==> config.mk <==
export PLATFORM = sky130hd
export DESIGN_NAME = multi_box_hit_flat
export DESIGN_NICKNAME = d
export VERILOG_FILES = /design/src/rtl/pong_pkg.sv /design/src/rtl/multi_box_hit_if.sv /design/src/rtl/box_cmp.sv /design/src/rtl/multi_box_hit.sv /design/src/flat_wrapper.sv
export SDC_FILE = /design/constraint.sdc
export NUM_CORES = 1
export LEC_CHECK = 0
export CORE_ASPECT_RATIO = 1.2
export CORE_MARGIN = 2
export CORE_UTILIZATION = 38
export DETAILED_ROUTE_END_ITERATION = 6
export GPL_TIMING_DRIVEN = 0
export HOLD_SLACK_MARGIN = 0.15
export MAX_ROUTING_LAYER = met4
export REMOVE_ABC_BUFFERS = 1
export SETUP_SLACK_MARGIN = 0.15
export SYNTH_ARGS = -nofsm -noshare
export SYNTH_HDL_FRONTEND = slang
export SYNTH_SLANG_ARGS = --single-unit
==> constraint.sdc <==
create_clock -name pixel_clk -period 17 [get_ports pixel_clk]
set_input_delay 3.4 -clock pixel_clk [delete_from_list [all_inputs] [get_ports pixel_clk]]
set_output_delay 3.4 -clock pixel_clk [all_outputs]
set_load 0.03 [all_outputs]
==> src/rtl/pong_pkg.sv <==
// Shared types and default geometry for the pong playfield boxes.
package pong_pkg;

  localparam int unsigned CoordW  = 10;
  localparam int unsigned DefNbox = 4;

  typedef struct packed {
    logic [CoordW-1:0] x;
    logic [CoordW-1:0] y;
    logic [CoordW-1:0] w;
    logic [CoordW-1:0] h;
  } box_t;

  // Default object placement on a 640x480 field
  localparam box_t BallBox     = '{x: 10'd316, y: 10'd236, w: 10'd8,   h: 10'd8};
  localparam box_t PaddleLBox  = '{x: 10'd16,  y: 10'd200, w: 10'd8,   h: 10'd64};
  localparam box_t PaddleRBox  = '{x: 10'd616, y: 10'd200, w: 10'd8,   h: 10'd64};
  localparam box_t WallTopBox  = '{x: 10'd0,   y: 10'd0,   w: 10'd640, h: 10'd8};
  localparam box_t WallBotBox  = '{x: 10'd0,   y: 10'd472, w: 10'd640, h: 10'd8};

endpackage

==> src/rtl/multi_box_hit_if.sv <==
// Pixel, config and result signals between game logic, box tester and colour mux.
interface multi_box_hit_if #(
  parameter int unsigned NBOX = 4,
  parameter int unsigned W    = 10,
  parameter int unsigned IDXW = $clog2(NBOX)
);
  logic            frame_start;
  logic            pix_valid;
  logic [W-1:0]    X_pix;
  logic [W-1:0]    Y_pix;
  logic            cfg_we;
  logic [IDXW-1:0] cfg_idx;
  logic [W-1:0]    cfg_x;
  logic [W-1:0]    cfg_y;
  logic [W-1:0]    cfg_w;
  logic [W-1:0]    cfg_h;
  logic [NBOX-1:0] box_hit;
  logic            any_hit;
  logic [IDXW-1:0] hit_idx;
  logic            hit_valid;
  logic [NBOX-2:0] collide;

  modport master (
    output frame_start, pix_valid, X_pix, Y_pix,
    output cfg_we, cfg_idx, cfg_x, cfg_y, cfg_w, cfg_h,
    input  box_hit, any_hit, hit_idx, hit_valid, collide
  );

  modport slave (
    input  frame_start, pix_valid, X_pix, Y_pix,
    input  cfg_we, cfg_idx, cfg_x, cfg_y, cfg_w, cfg_h,
    output box_hit, any_hit, hit_idx, hit_valid, collide
  );
endinterface

==> src/rtl/box_cmp.sv <==
// Strict-inside test of one pixel against one box; edges never count.
module box_cmp
  import pong_pkg::*;
#(
  parameter int unsigned W = CoordW
) (
  input  logic [W-1:0] x_i,
  input  logic [W-1:0] y_i,
  input  logic [W-1:0] w_i,
  input  logic [W-1:0] h_i,
  input  logic [W-1:0] px_i,
  input  logic [W-1:0] py_i,
  output logic         hit_o
);

  logic [W:0] x_end;
  logic [W:0] y_end;

  // Far edges carried at W+1 bits so boxes near the right/bottom limit do not wrap
  always_comb begin
    x_end = {1'b0, x_i} + {1'b0, w_i};
    y_end = {1'b0, y_i} + {1'b0, h_i};
    hit_o = (px_i > x_i) && ({1'b0, px_i} < x_end) &&
            (py_i > y_i) && ({1'b0, py_i} < y_end);
  end

endmodule

==> src/rtl/multi_box_hit.sv <==
// N-box pixel hit tester: frame-synchronous shadow geometry, 2-stage pipeline,
// priority-encoded hit index and per-frame sticky ball-vs-box collisions.
module multi_box_hit
  import pong_pkg::*;
#(
  parameter int unsigned NBOX = DefNbox,
  parameter int unsigned W    = CoordW,
  parameter int unsigned IDXW = $clog2(NBOX)
) (
  input logic            pixel_clk,
  input logic            rst,
  multi_box_hit_if.slave bus
);

  typedef struct packed {
    logic [W-1:0] x;
    logic [W-1:0] y;
    logic [W-1:0] w;
    logic [W-1:0] h;
  } geom_t;

  geom_t           act_q [NBOX];
  geom_t           act_d [NBOX];
  geom_t           shd_q [NBOX];
  logic [NBOX-1:0] cmp;
  logic [NBOX-1:0] cmp_q;
  logic            vld1_q;
  logic [NBOX-1:0] hit_d;
  logic [IDXW-1:0] idx_d;
  logic [NBOX-1:0] box_hit_q;
  logic            any_hit_q;
  logic [IDXW-1:0] hit_idx_q;
  logic            hit_valid_q;
  logic            fs1_q;
  logic            fs2_q;
  logic [NBOX-2:0] pair;
  logic [NBOX-2:0] acc_q;
  logic [NBOX-2:0] collide_q;

  // Config write into the active set; indices with no box match nothing and are dropped
  always_comb begin
    for (int i = 0; i < int'(NBOX); i++) begin
      act_d[i] = act_q[i];
      if (bus.cfg_we && (bus.cfg_idx == IDXW'(i))) begin
        act_d[i] = '{x: bus.cfg_x, y: bus.cfg_y, w: bus.cfg_w, h: bus.cfg_h};
      end
    end
  end

  // Active geometry follows writes; shadows snapshot it (incl. same-cycle write) at frame start
  always_ff @(posedge pixel_clk or posedge rst) begin
    if (rst) begin
      for (int i = 0; i < int'(NBOX); i++) begin
        act_q[i] <= '0;
        shd_q[i] <= '0;
      end
    end else begin
      for (int i = 0; i < int'(NBOX); i++) begin
        act_q[i] <= act_d[i];
        if (bus.frame_start) shd_q[i] <= act_d[i];
      end
    end
  end

  for (genvar g = 0; g < NBOX; g++) begin : g_cmp
    box_cmp #(
      .W (W)
    ) u_box_cmp (
      .x_i   (shd_q[g].x),
      .y_i   (shd_q[g].y),
      .w_i   (shd_q[g].w),
      .h_i   (shd_q[g].h),
      .px_i  (bus.X_pix),
      .py_i  (bus.Y_pix),
      .hit_o (cmp[g])
    );
  end

  // Mask by stage-1 valid and pick the lowest-numbered hit
  always_comb begin
    hit_d = vld1_q ? cmp_q : '0;
    idx_d = '0;
    for (int i = int'(NBOX) - 1; i >= 0; i--) begin
      if (hit_d[i]) idx_d = IDXW'(i);
    end
  end

  // Box 0 overlapping box i at the current stage-2 pixel
  always_comb begin
    pair = '0;
    for (int i = 1; i < int'(NBOX); i++) begin
      pair[i-1] = box_hit_q[0] & box_hit_q[i];
    end
  end

  // Two pipeline stages plus the matching frame_start delay line
  always_ff @(posedge pixel_clk or posedge rst) begin
    if (rst) begin
      cmp_q       <= '0;
      vld1_q      <= 1'b0;
      box_hit_q   <= '0;
      any_hit_q   <= 1'b0;
      hit_idx_q   <= '0;
      hit_valid_q <= 1'b0;
      fs1_q       <= 1'b0;
      fs2_q       <= 1'b0;
    end else begin
      cmp_q       <= cmp;
      vld1_q      <= bus.pix_valid;
      box_hit_q   <= hit_d;
      any_hit_q   <= |hit_d;
      hit_idx_q   <= idx_d;
      hit_valid_q <= vld1_q;
      fs1_q       <= bus.frame_start;
      fs2_q       <= fs1_q;
    end
  end

  // Sticky collision flags: published and cleared on the pipeline-aligned frame pulse
  always_ff @(posedge pixel_clk or posedge rst) begin
    if (rst) begin
      acc_q     <= '0;
      collide_q <= '0;
    end else if (fs2_q) begin
      collide_q <= acc_q | pair;
      acc_q     <= '0;
    end else begin
      acc_q     <= acc_q | pair;
    end
  end

  assign bus.box_hit   = box_hit_q;
  assign bus.any_hit   = any_hit_q;
  assign bus.hit_idx   = hit_idx_q;
  assign bus.hit_valid = hit_valid_q;
  assign bus.collide   = collide_q;

endmodule

==> src/flat_wrapper.sv <==
// flat-port wrapper written by rule: the top's interface ports become plain ports
module multi_box_hit_flat import pong_pkg::*;
#(
  parameter int unsigned NBOX = DefNbox,
  parameter int unsigned W    = CoordW,
  parameter int unsigned IDXW = $clog2(NBOX)
)
  (pixel_clk, rst, bus_frame_start, bus_pix_valid, bus_X_pix, bus_Y_pix, bus_cfg_we, bus_cfg_idx, bus_cfg_x, bus_cfg_y, bus_cfg_w, bus_cfg_h, bus_box_hit, bus_any_hit, bus_hit_idx, bus_hit_valid, bus_collide);
  multi_box_hit_if #(.NBOX(NBOX), .W(W), .IDXW(IDXW)) bus_i ();
  input logic pixel_clk;
  input logic rst;
  input wire logic [$bits(bus_i.frame_start)-1:0] bus_frame_start;
  input wire logic [$bits(bus_i.pix_valid)-1:0] bus_pix_valid;
  input wire logic [$bits(bus_i.X_pix)-1:0] bus_X_pix;
  input wire logic [$bits(bus_i.Y_pix)-1:0] bus_Y_pix;
  input wire logic [$bits(bus_i.cfg_we)-1:0] bus_cfg_we;
  input wire logic [$bits(bus_i.cfg_idx)-1:0] bus_cfg_idx;
  input wire logic [$bits(bus_i.cfg_x)-1:0] bus_cfg_x;
  input wire logic [$bits(bus_i.cfg_y)-1:0] bus_cfg_y;
  input wire logic [$bits(bus_i.cfg_w)-1:0] bus_cfg_w;
  input wire logic [$bits(bus_i.cfg_h)-1:0] bus_cfg_h;
  output wire logic [$bits(bus_i.box_hit)-1:0] bus_box_hit;
  output wire logic [$bits(bus_i.any_hit)-1:0] bus_any_hit;
  output wire logic [$bits(bus_i.hit_idx)-1:0] bus_hit_idx;
  output wire logic [$bits(bus_i.hit_valid)-1:0] bus_hit_valid;
  output wire logic [$bits(bus_i.collide)-1:0] bus_collide;
  assign bus_i.frame_start = bus_frame_start;
  assign bus_i.pix_valid = bus_pix_valid;
  assign bus_i.X_pix = bus_X_pix;
  assign bus_i.Y_pix = bus_Y_pix;
  assign bus_i.cfg_we = bus_cfg_we;
  assign bus_i.cfg_idx = bus_cfg_idx;
  assign bus_i.cfg_x = bus_cfg_x;
  assign bus_i.cfg_y = bus_cfg_y;
  assign bus_i.cfg_w = bus_cfg_w;
  assign bus_i.cfg_h = bus_cfg_h;
  assign bus_box_hit = bus_i.box_hit;
  assign bus_any_hit = bus_i.any_hit;
  assign bus_hit_idx = bus_i.hit_idx;
  assign bus_hit_valid = bus_i.hit_valid;
  assign bus_collide = bus_i.collide;
  multi_box_hit #(.NBOX(NBOX), .W(W), .IDXW(IDXW)) u_core (.pixel_clk(pixel_clk), .rst(rst), .bus(bus_i));
endmodule
==> results of run 1 <==
-- placed cells by master, fill, tap and decap left out, drive strengths merged, types with 4 or more instances in the layout --
master	instances
dfrtp	341
mux2	248
ha	232
o21ai	110
nand2	105
inv	94
clkdlybuf4s50	76
nor2	73
a21oi	70
clkbuf	51
xor2	50
a21o	50
nor3	24
nand3	16
nand4	15
a211oi	14
nor2b	13
buf	13
xnor2	12
o211ai	10
o21a	10
a31o	8
fa	8
bufinv	8
clkinv	8
and2	7
o21bai	6
nand2b	5
a31oi	5
a211o	5
and3	5
o31ai	4
nand4b	4
and4	4
or3	4
-- state kept, by name, indices dropped and copies added, names as in the netlist --
name                  cells
u_core.bus.collide        3
u_core.vld1_q             1
u_core.fs2_q              1
u_core.acc_q              3
u_core.act_q            160
u_core.bus.hit_valid      1
u_core.shd_q            160
u_core.bus.box_hit        4
u_core.fs1_q              1
u_core.cmp_q              4
u_core.bus.hit_idx        2
u_core.bus.any_hit        1
-- routing by layer --
layer  vias to the layer above  wire, microns  global-route usage [%]
li1                       6016              -                       -
met1                      6353          19160                   21.14
met2                       161          23570                   33.73
met3                        53           1265                   2.708
met4                         0            827                   4.412
met5                         -              0                       -
-- cells by family after synthesis --
kind of cell	count (synthesis)	share of synthesized area [%]
mux	248	14.84
compound gates	319	10.83
xor+xnor	62	2.885
simple gates	283	7.039
buf+inv	134	2.805
flops	341	45.33
fa+ha+maj	240	16.27
-- through the flow --
step,utilization (%),instance area [sq um],power [mW]
after floorplan,-,18640,1.866
after global placement,41.15,20210,2.161
after detailed placement,41.68,20470,2.193
after CTS,44.47,21840,3.112
after global routing,44.47,21840,3.304
final,44.47,21840,3.078
-- final cells by class --
| cell class | instances | area (sq um) | area share (%) |
|---|---|---|---|
| multi-input combinational | 1152 | 9773 | 44.75 |
| sequential | 341 | 8533 | 39.08 |
| clock buffer | 51 | 1050 | 4.807 |
| timing repair buffer | 89 | 1011 | 4.630 |
| tap | 637 | 797.0 | 3.650 |
| inverter | 92 | 352.8 | 1.616 |
| clock inverter | 19 | 320.3 | 1.467 |
-- path summary, 6_finish.rpt --
check | endpoint | slack (ps) | cells past startpoint
max | u_core.cmp_q[1]$_DFF_PP0_ | 11010 | 8
min | u_core.fs2_q$_DFF_PP0_ | 350 | 0
max reg2reg | u_core.cmp_q[3]$_DFF_PP0_ | 13120 | 13
min reg2reg | u_core.fs2_q$_DFF_PP0_ | 350 | 0
max in group asynchronous | u_core.act_q[27]$_DFF_PP0_ | 12030 | 4
min in group asynchronous | u_core.acc_q[0]$_DFF_PP0_ | 3380 | 2
-- power groups by stage --
stage / logic [mW] / clock network, mW / registers [mW]
6_report: 1.12 / 0.902 / 1.06
5_1_grt: 1.27 / 0.961 / 1.08
4_1_cts: 1.12 / 0.927 / 1.06
3_5_place_dp: 1.12 / 0 / 1.07
3_3_place_gp: 1.09 / 0 / 1.07
2_1_floorplan: 0.815 / 0 / 1.05
==> results_dict.tcl, run 1 <==
set metrics [dict create \
    io_pins 78 \
    cts.clk_slew.worst_paths_ps 60 \
    hp-start "u_core.fs1_q$_DFF_PP0_" \
    p_int_mw 2.048 \
    synth_seq_cells 341 \
    synth_top_area_share_pct 45.33 \
    yosys.cell_count.top_type "dfrtp_1" \
    dp_hpwl_mm 33.63 \
    clock_sinks 341 \
    grt_pass1_wl_mm 72.39 \
    vias_per_cell 5.285 \
    drt_iter0_markers 685 \
    ir_drop_uv 77.09 \
    grt_max_degree 129 \
    min_period_ps 5990 \
    routabilityCongestion 0.8851 \
    die_area_sq_um 51340 \
    cts_buffers 38 \
    ys_top_cells_by_area "dfrtp_1 (45%), ha_1 (15%), mux2_2 (15%), o21ai_0 (2.9%), xor2_1 (2.3%)" \
    chipHeight_microns 247.8 \
    ctsHoldBuffers 0 \
    ys_types 67 \
    cp_cell_sequence "clkdlybuf4s50_1 -> ha_1 -> a21o_1 -> a31oi_1 -> o21ai_0 -> a2111oi_0 -> nor3_1 -> a211oi_1" \
    clockRootBuffer "clkbuf_16" \
    htree_levels 2 \
    syn_inst 1627 \
    place_inst 2311 \
    start_kind "input pin" \
    postRouteAntennaNets 0 \
    p_leak_nw 10.05 \
    timing.final.setup_violations 0 \
    num-fill-cells 4569 \
    hp-class "flip-flop to flip-flop" \
    initial_core_util_pct 38.33 \
    cts_setup_buffers 0 \
    synth_common_cells "dfrtp_1 (341), mux2_2 (247), ha_1 (232)" \
    outcome "finished, final reports clean" \
    core-area_sq_um 49110 \
    grt_pass1_vias 13410 \
    slew_headroom_pct 41.31 \
    critPathSlowestCell "clkdlybuf4s50_1" \
    tns_ps 0 \
    fin_ws_ps 11010 \
    cts.path.max_buffers 3 \
    power.density_nw_per_um2 141.0 \
    vias 12580 \
    swShare_pct 33.45 \
    ys.flop_type "dfrtp_1" \
    p_switching_mw 1.030 \
    skew_ps 24.27 \
    period_share_pct 35.23 \
    tightest_slew_ps 880.3 \
    worstPathMaxFanout 8 \
    crit_arrival_ps 6360 \
    maxSlewViolCount 0 \
    cp-end-kind "flip-flop" \
    overflow 0 \
    antenna_found_initial 0 \
    pwr-share-seq_pct 34.4 \
    slowest_delay_ps 800 \
    pre_cts_slack_ps 10390 \
    nets 2021 \
    drc 0 \
    die_w_microns 207.2 \
    tritoncts "built" \
    syn_area_sq_um 18820 \
    area_delta_synth_final_pct 16.01 \
    reg2reg_from "u_core.shd_q[20]$_DFFE_PP0P_" \
    ys_seq_area_share_pct 45.33 \
    firstDrtPassIters 5 \
    num_rows 89 \
    num_antenna_cells 0 \
    yosysTopAreaCell "dfrtp_1" \
    max_cap_violations 0 \
    wl_mm 44.83 \
    avgSynthCellArea_sq_um 11.57 \
    post_cts_resized 0 \
    async_flop_share_pct 100.0 \
    drive_above_1_share_pct 20.07 \
    crit_type "input pin to flip-flop" \
    synth_edf_count 0 \
    portBuffers 77 \
    power_frac_comb_pct 36.3 \
    crit_family "compound AO/OA/AOI/OAI gates" \
    clock_latency_ps 560 \
    hold_viol_final 0 \
    fin_cells 2381 \
    rsz0062_at_grt "no" \
    crit_start "bus_X_pix[2]" \
    wl_per_cell_microns 18.83 \
    power.share.clock_pct 29.3 \
    holdWs_ps 349.2 \
    yosysWarnings 0 \
    max_freq_ghz 0.1670 \
    crit_required_ps 17370 \
    grt_use_total_pct 18.39 \
    worst-path-buf-inv 1 \
]
Power figures use the tool's default switching activity.
==> run 2: changes to the inputs <==
==> constraint.sdc (replaced) <==
create_clock -name pixel_clk -period 6.2 [get_ports pixel_clk]
set_input_delay 1.24 -clock pixel_clk [delete_from_list [all_inputs] [get_ports pixel_clk]]
set_output_delay 1.24 -clock pixel_clk [all_outputs]
set_load 0.03 [all_outputs]
==> results of run 2 <==
Same layout as run 1 (identical final DEF). Status: finished, final reports clean.
Among the figures that moved: setup slack after placement 10390 ps -> 1749 ps; setup slack after layout 11010 ps -> 2320 ps; start point of the critical path bus_X_pix[2] -> u_core.shd_q[20]$_DFFE_PP0P_; end point of the critical path u_core.cmp_q[1]$_DFF_PP0_ -> u_core.cmp_q[3]$_DFF_PP0_; register-to-register setup slack 13120 ps -> 2320 ps; total power 3.078 mW -> 8.440 mW; worst IR drop on VDD 77.09 uV -> 211.4 uV
